===== config.mk =====
export PLATFORM = sky130hd
export DESIGN_NAME = reg_dump_flat
export DESIGN_NICKNAME = d
export VERILOG_FILES = /design/src/rtl/reg_dump_if.sv /design/src/rtl/reg_dump.sv /design/src/flat_wrapper.sv
export SDC_FILE = /design/constraint.sdc
export NUM_CORES = 1
export LEC_CHECK = 0
export CORE_AREA = 3 3 80 82
export DETAILED_ROUTE_END_ITERATION = 12
export DIE_AREA = 0 0 83 85
export GPL_ROUTABILITY_DRIVEN = 0
export HOLD_SLACK_MARGIN = 0.08
export MAX_ROUTING_LAYER = met4
export PLACE_DENSITY = 0.73
export SYNTH_ARGS = -nofsm -noshare
export SYNTH_HDL_FRONTEND = slang
export SYNTH_SLANG_ARGS = --single-unit

===== constraint.sdc =====
create_clock -name CLK -period 1.7 [get_ports CLK]
set_clock_uncertainty 0.1 [all_clocks]
set_input_delay 0.34 -clock CLK [delete_from_list [all_inputs] [get_ports CLK]]
set_output_delay 0.34 -clock CLK [all_outputs]
set_load 0.01 [all_outputs]

===== src/rtl/reg_dump_if.sv =====
// Register dump bus: start/range request, register-file read port,
// valid/ready dump stream and status.
interface reg_dump_if #(
  parameter int DATA_W = 32,
  parameter int ADDR_W = 5
);
  logic              Start;
  logic [ADDR_W-1:0] FirstAddr;
  logic [ADDR_W-1:0] LastAddr;
  logic [ADDR_W-1:0] AddrA;
  logic [DATA_W-1:0] DataA;
  logic              DumpValid;
  logic              DumpReady;
  logic [ADDR_W-1:0] DumpAddr;
  logic [DATA_W-1:0] DumpData;
  logic              Busy;
  logic              Done;

  modport master (
    output Start,
    output FirstAddr,
    output LastAddr,
    input  AddrA,
    output DataA,
    input  DumpValid,
    output DumpReady,
    input  DumpAddr,
    input  DumpData,
    input  Busy,
    input  Done
  );

  modport slave (
    input  Start,
    input  FirstAddr,
    input  LastAddr,
    output AddrA,
    input  DataA,
    output DumpValid,
    input  DumpReady,
    output DumpAddr,
    output DumpData,
    output Busy,
    output Done
  );
endinterface


===== src/rtl/reg_dump.sv =====
// Streams a wrapping register range out over a valid/ready port.
// Define REG_DUMP_SKIP_X0_EN to read-skip register 0 inside the range.
module reg_dump #(
  parameter int DATA_W = 32,
  parameter int ADDR_W = 5
) (
  input  logic   CLK,
  input  logic   RSTn,
  reg_dump_if.slave bus
);

  localparam logic [1:0] IDLE  = 2'd0;
  localparam logic [1:0] READ  = 2'd1;
  localparam logic [1:0] FLUSH = 2'd2;

  localparam logic [ADDR_W-1:0] ONE = 1;

  logic [1:0]        state;
  logic [ADDR_W-1:0] ptr;
  logic [ADDR_W-1:0] last_q;
  logic [ADDR_W-1:0] dump_addr;
  logic [DATA_W-1:0] dump_data;
  logic              valid;
  logic              done;

  logic is_idle;
  logic is_read;
  logic is_flush;
  logic xfer;
  logic load;
  logic at_last;
  logic skip;

  assign is_idle  = (state == IDLE);
  assign is_read  = (state == READ);
  assign is_flush = (state == FLUSH);

  assign xfer    = valid & bus.DumpReady;
  assign load    = ~valid | xfer;
  assign at_last = (ptr == last_q);

`ifdef REG_DUMP_SKIP_X0_EN
  assign skip = (ptr == '0);
`else
  assign skip = 1'b0;
`endif

  // A skipped x0 consumes a load slot but captures nothing.
  always_ff @(posedge CLK or negedge RSTn) begin
    if (!RSTn) begin
      state     <= IDLE;
      ptr       <= '0;
      last_q    <= '0;
      dump_addr <= '0;
      dump_data <= '0;
      valid     <= 1'b0;
      done      <= 1'b0;
    end else begin
      done <= 1'b0;
      unique case (1'b1)
        is_idle: begin
          if (bus.Start) begin
            last_q <= bus.LastAddr;
            ptr    <= bus.FirstAddr;
            state  <= READ;
          end
        end
        is_read: begin
          if (load) begin
            ptr <= ptr + ONE;
            if (skip) begin
              valid <= 1'b0;
            end else begin
              valid     <= 1'b1;
              dump_addr <= ptr;
              dump_data <= bus.DataA;
            end
            if (at_last) begin
              if (skip) begin
                ptr   <= '0;
                state <= IDLE;
                done  <= 1'b1;
              end else begin
                state <= FLUSH;
              end
            end
          end
        end
        is_flush: begin
          if (xfer) begin
            valid <= 1'b0;
            ptr   <= '0;
            state <= IDLE;
            done  <= 1'b1;
          end
        end
        default: begin
          valid <= 1'b0;
          ptr   <= '0;
          state <= IDLE;
        end
      endcase
    end
  end

  assign bus.AddrA     = ptr;
  assign bus.DumpValid = valid;
  assign bus.DumpAddr  = dump_addr;
  assign bus.DumpData  = dump_data;
  assign bus.Busy      = ~is_idle;
  assign bus.Done      = done;

endmodule


===== src/flat_wrapper.sv =====
// flat-port wrapper written by rule: the top's interface ports become plain ports
module reg_dump_flat 
#(
  parameter int DATA_W = 32,
  parameter int ADDR_W = 5
)
  (CLK, RSTn, bus_Start, bus_FirstAddr, bus_LastAddr, bus_AddrA, bus_DataA, bus_DumpValid, bus_DumpReady, bus_DumpAddr, bus_DumpData, bus_Busy, bus_Done);
  reg_dump_if #(.DATA_W(DATA_W), .ADDR_W(ADDR_W)) bus_i ();
  input  logic CLK;
  input  logic RSTn;
  input wire logic [$bits(bus_i.Start)-1:0] bus_Start;
  input wire logic [$bits(bus_i.FirstAddr)-1:0] bus_FirstAddr;
  input wire logic [$bits(bus_i.LastAddr)-1:0] bus_LastAddr;
  output wire logic [$bits(bus_i.AddrA)-1:0] bus_AddrA;
  input wire logic [$bits(bus_i.DataA)-1:0] bus_DataA;
  output wire logic [$bits(bus_i.DumpValid)-1:0] bus_DumpValid;
  input wire logic [$bits(bus_i.DumpReady)-1:0] bus_DumpReady;
  output wire logic [$bits(bus_i.DumpAddr)-1:0] bus_DumpAddr;
  output wire logic [$bits(bus_i.DumpData)-1:0] bus_DumpData;
  output wire logic [$bits(bus_i.Busy)-1:0] bus_Busy;
  output wire logic [$bits(bus_i.Done)-1:0] bus_Done;
  assign bus_i.Start = bus_Start;
  assign bus_i.FirstAddr = bus_FirstAddr;
  assign bus_i.LastAddr = bus_LastAddr;
  assign bus_AddrA = bus_i.AddrA;
  assign bus_i.DataA = bus_DataA;
  assign bus_DumpValid = bus_i.DumpValid;
  assign bus_i.DumpReady = bus_DumpReady;
  assign bus_DumpAddr = bus_i.DumpAddr;
  assign bus_DumpData = bus_i.DumpData;
  assign bus_Busy = bus_i.Busy;
  assign bus_Done = bus_i.Done;
  reg_dump #(.DATA_W(DATA_W), .ADDR_W(ADDR_W)) u_core (.CLK(CLK), .RSTn(RSTn), .bus(bus_i));
endmodule

# Yosys cells after proc, flatten, opt, wreduce, memory -nomap -nowiden
# Index checks and enable logic that the tools add are counted.
# word_totals
register_bits	51
input_bits	46
# op_classes
n_reduce_logical	6
n_addsub	1
eq_ne	7
mux	14
bitwise_logic	4
# op_table
operator	count
two-way mux 5 bit	3
one-hot mux 5 bit (3 select lines)	1
two-way mux 2 bit	4
!= test 2 bit (second input constant)	4
one-hot mux 2 bit (3 select lines)	1
AND reduction 3 bit	2
adder 5 x 1 -> 5 bit (second input constant)	1
equality test 5 bit	1
two-way mux 1 bit	4
AND reduction 2 bit	2
AND reduction 4 bit	1
one-hot mux 1 bit (3 select lines)	1
equality test 2 x 1 -> 1 bit (second input constant)	1
equality test 2 bit (second input constant)	1
logical NOT 2 bit	1
inverter 1 bit	2
AND 1 bit	1
OR 1 bit	1

# Longest topological paths before layout
# logic_depth
depth_word	4
depth_mapped	5
depth_no_buf	4

# Least setup slack after synthesis
# No wires, ideal clock.
# synth_path
kind	register -> register
startpoint	register u_core.valid, in the netlist u_core.bus.DumpValid
endpoint	register u_core.dump_data[20], in the netlist u_core.bus.DumpData[20]
arrival_ns	1.322
stages_incl_launch_ff	6
setup_time_ns	0.125
required_ns	1.475
path_slack_ns	0.152
path_cell_list	dfrtp_1 -> and2b_4 -> nor2_4 -> buf_8 -> buf_12 -> mux2_4
# synth_via
elab_chain_cells	3
elab_cells_between_ends	4
cone_classes	3 x bitwise; 1 x reduce/logical
# synth_rtl
element	line	text
start: declaration	reg_dump.sv:23	logic valid;
start signal: assignment	reg_dump.sv:56	valid <= 1'b0;
start signal: assignment	reg_dump.sv:72	valid <= 1'b0;
start signal: assignment	reg_dump.sv:74	valid <= 1'b1;
AND 1 bit / inverter 1 bit (equally long branches)	reg_dump.sv:38, reg_dump.sv:39	
OR 1 bit (*)	reg_dump.sv:39	assign load = ~valid | xfer;
AND reduction 2 bit (no line) (*)	n/a	
end signal: assignment	reg_dump.sv:76	dump_data <= bus.DataA;
end: declaration	reg_dump.sv:22	logic [DATA_W-1:0] dump_data;
# Every way passes the cells marked *; elsewhere a longest branch is shown, timed or not.
# A chain may end at the register's enable or synchronous reset.

# Worst setup path after layout
# layout_path
startpoint	register u_core.state[1]
endpoint	register u_core.dump_data[18], in the netlist u_core.bus.DumpData[18]
# layout_via
elab_chain_cells	2
# layout_rtl
element	line	text
start: declaration	reg_dump.sv:18	logic [1:0] state;
start signal: assignment	reg_dump.sv:51	state <= IDLE;
start signal: assignment	reg_dump.sv:65	state <= READ;
start signal: assignment	reg_dump.sv:81	state <= IDLE;
equality test 2 x 1 -> 1 bit	reg_dump.sv:35	assign is_read = (state == READ);
AND reduction 2 bit (no line)	n/a	
# Every way passes these cells.

==> results_dict.tcl <==
set metrics [dict create \
    run_status "finished clean" \
    ir_worst_vdd_v 0.000833 \
    regToRegEndpoint "u_core.bus.DumpData[18]" \
    synthFlopType "dfrtp_1" \
    worst_pin_slew_ns 0.349 \
    io_pins 91 \
    wirelength_mm 5.27 \
    antennaDiodeCount 0 \
    ant_nets 0 \
    synth_top_cell_by_area "dfrtp_1" \
    antenna_found_initial 0 \
    clockBufferDepth 2 \
    cts_buffers 5 \
    post_synth_main_area_contributors "dfrtp_1, mux2_4, mux2_2" \
    min_period_ns 1.68 \
    grt_pass1_vias 1700 \
    clock-root-buffer "clkbuf_8" \
    min_path_type "input port to flip-flop" \
    clock-sinks 51 \
    seq_area_frac_synth 0.557 \
    drc_errors 0 \
    rows 28 \
    finalCritPeriodShare 0.987 \
    path_max_fanout 29 \
    synth.distinct_cells 35 \
    synth_edf_count 0 \
    layout-drive-gt1-share 0.323 \
    syn2layout_area_growth_pct 54.4 \
    reg2reg_slack_ns 0.02 \
    crit_end "u_core.bus.DumpData[18]" \
    setup_viol 0 \
    synth_area_mm2 0.00229 \
    p_leak_nw 1.57 \
    place_hpwl_mm 3.76 \
    crit_type "flip-flop to flip-flop" \
    slew_headroom 0.765 \
    setup_tns_ns 0 \
    async_flop_share 1.00 \
    reg2reg_depth 5 \
    whs_ns 0.410 \
    yosysMostFrequentCell "dfrtp_1" \
    path_clk_slew_ns 0.09 \
    dr.pass1.iters 4 \
    hold_violations 0 \
    die_x_um 83 \
    slew_violations 0 \
    htree_levels 2 \
    grt_pass1_wl_mm 8.81 \
    nets 312 \
    grt_max_degree 52 \
    post_drt_via_cell_ratio 4.77 \
    io_buffers 90 \
    avgRoutedWirePerCell_um 15.5 \
    yosys-top-cells-count "dfrtp_1, mux2_2, mux2_4" \
    final_cells 341 \
    num_vias 1627 \
    insertion_delay_ns 0.29 \
    syn_area_per_cell_um2 15.2 \
    core_mm2 0.00582 \
    max_clock_freq_mhz 596 \
    yosysWarningCount 0 \
    synthesis.nets 198 \
    grt_use_total 0.161 \
    synth_top_area_frac 0.557 \
    grt-ovfl-total 0 \
    rsz0062_at_grt "yes" \
    synth-seq-cells 51 \
    cts_tree "done" \
    syn_inst 151 \
    die_h_um 85 \
    initial_core_util 0.394 \
    cp-end-kind "flip-flop" \
    die_area_mm2 0.00706 \
    first_iter_violations 91 \
    dpl.cell_count 325 \
    rr_startpoint "u_core.state[1]" \
    cp-start-kind "flip-flop" \
    cellPowerDensity_mw_per_mm2 1690 \
    critical_path.startpoint "u_core.state[1]" \
    arrival_ns 1.77 \
    required_ns 1.79 \
    max-cap-violations 0 \
]
worst max-delay path: stages (launching register included):
cell and delay (ns):
dfrtp_2 0.42, buf_4 0.16, nand2b_4 0.16, nor2_4 0.14
buf_12 0.23, mux2_2 0.36
where the power goes:
| part | switching [mW] | internal (mW) |
|---|---|---|
| sequential | 0.315 | 1.76 |
| clock | 0.392 | 0.439 |
| combinational | 1.17 | 1.91 |
| total | 1.88 | 4.11 |
logic make-up after synthesis:
| kind of cell | after synthesis | share of synthesized area |
|---|---|---|
| DFF | 51 | 0.557 |
| muxes | 45 | 0.252 |
| and+or+nand+nor | 25 | 0.0753 |
| AOI/OAI and AO/OA | 14 | 0.0513 |
| buffers and inverters | 10 | 0.0404 |
| xor gates and xnor gates | 5 | 0.0191 |
| adders and majority gates | 1 | 0.00546 |
routing by layer:
metal,share of wire,GRT usage,vias up
met1,0.44,0.216,805
met3,0.042,0.0291,7
met2,0.50,0.249,48
met5,0,-,-
met4,0.018,0.0565,0
li1,-,-,767
stage by stage:
| step | cell area (µm²) | utilization | setup WS [ns] | total power [mW] |
|---|---|---|---|---|
| floorplan | 2290 | - | 0.152 | 3.75 |
| global placement | 3340 | 0.575 | -0.274 | 5.07 |
| detailed placement | 3340 | 0.575 | -0.317 | 5.13 |
| CTS | 3510 | 0.604 | 0.000912 | 6.08 |
| global route | 3540 | 0.609 | -0.0312 | 6.38 |
| finish | 3540 | 0.609 | 0.0215 | 5.99 |
registers in the layout, indices dropped and copies added, names as in the netlist:
register,flops
u_core.last_q,5
u_core.bus.Done,1
u_core.bus.DumpValid,1
u_core.bus.AddrA,5
u_core.state,2
u_core.bus.DumpAddr,5
u_core.bus.DumpData,32
repair_timing:
| action | in CTS | in global routing |
|---|---|---|
| setup endpoints to repair | 7 | 25 |
| buffers inserted | 6 | 1 |
| resized for setup | 11 | 8 |
| hold endpoints to repair | 51 | 0 |
| hold buffers | 1 | 0 |
| pin swaps | 0 | 1 |
cells in the final DEF, fill, tap and decap left out, types with 3 or more instances in the layout:
| cell type | instances |
|---|---|
| dfrtp_1 | 45 |
| clkdlybuf4s50_1 | 77 |
| xor2_1 | 4 |
| dlymetal6s2s_1 | 7 |
| inv_1 | 4 |
| nand2b_1 | 3 |
| mux2_2 | 23 |
| a32oi_1 | 3 |
| dlygate4sd2_1 | 5 |
| dfrtp_2 | 6 |
| nand2_1 | 3 |
| nand3_1 | 3 |
| nor2_1 | 4 |
| mux2_4 | 20 |
| clkbuf_8 | 5 |
| buf_4 | 20 |
area by class of cell:
type / instances / area (µm²)
inverter: 4 / 15.0
clock buffer: 5 / 68.8
fill: 510 / 2280
sequential: 51 / 1280
timing repair buffer: 113 / 1110
clock inverter: 3 / 43.8
tap: 75 / 93.8
multi-input combinational: 90 / 927
worst min path at each step:
stage,end,start,cells past startpoint,slack [ns]
floorplan,u_core.bus.AddrA[0],RSTn,0,-0.06
global placement,u_core.last_q[3],RSTn,2,0.25
detailed placement,u_core.last_q[2],RSTn,2,0.26
CTS,u_core.bus.DumpData[17],u_core.bus.DumpData[17],1,0.42
global route,u_core.bus.Done,bus_DumpReady,4,0.43
finish,u_core.bus.DumpValid,bus_DumpReady,4,0.41
No activity file was read; power rests on OpenSTA's default activity.
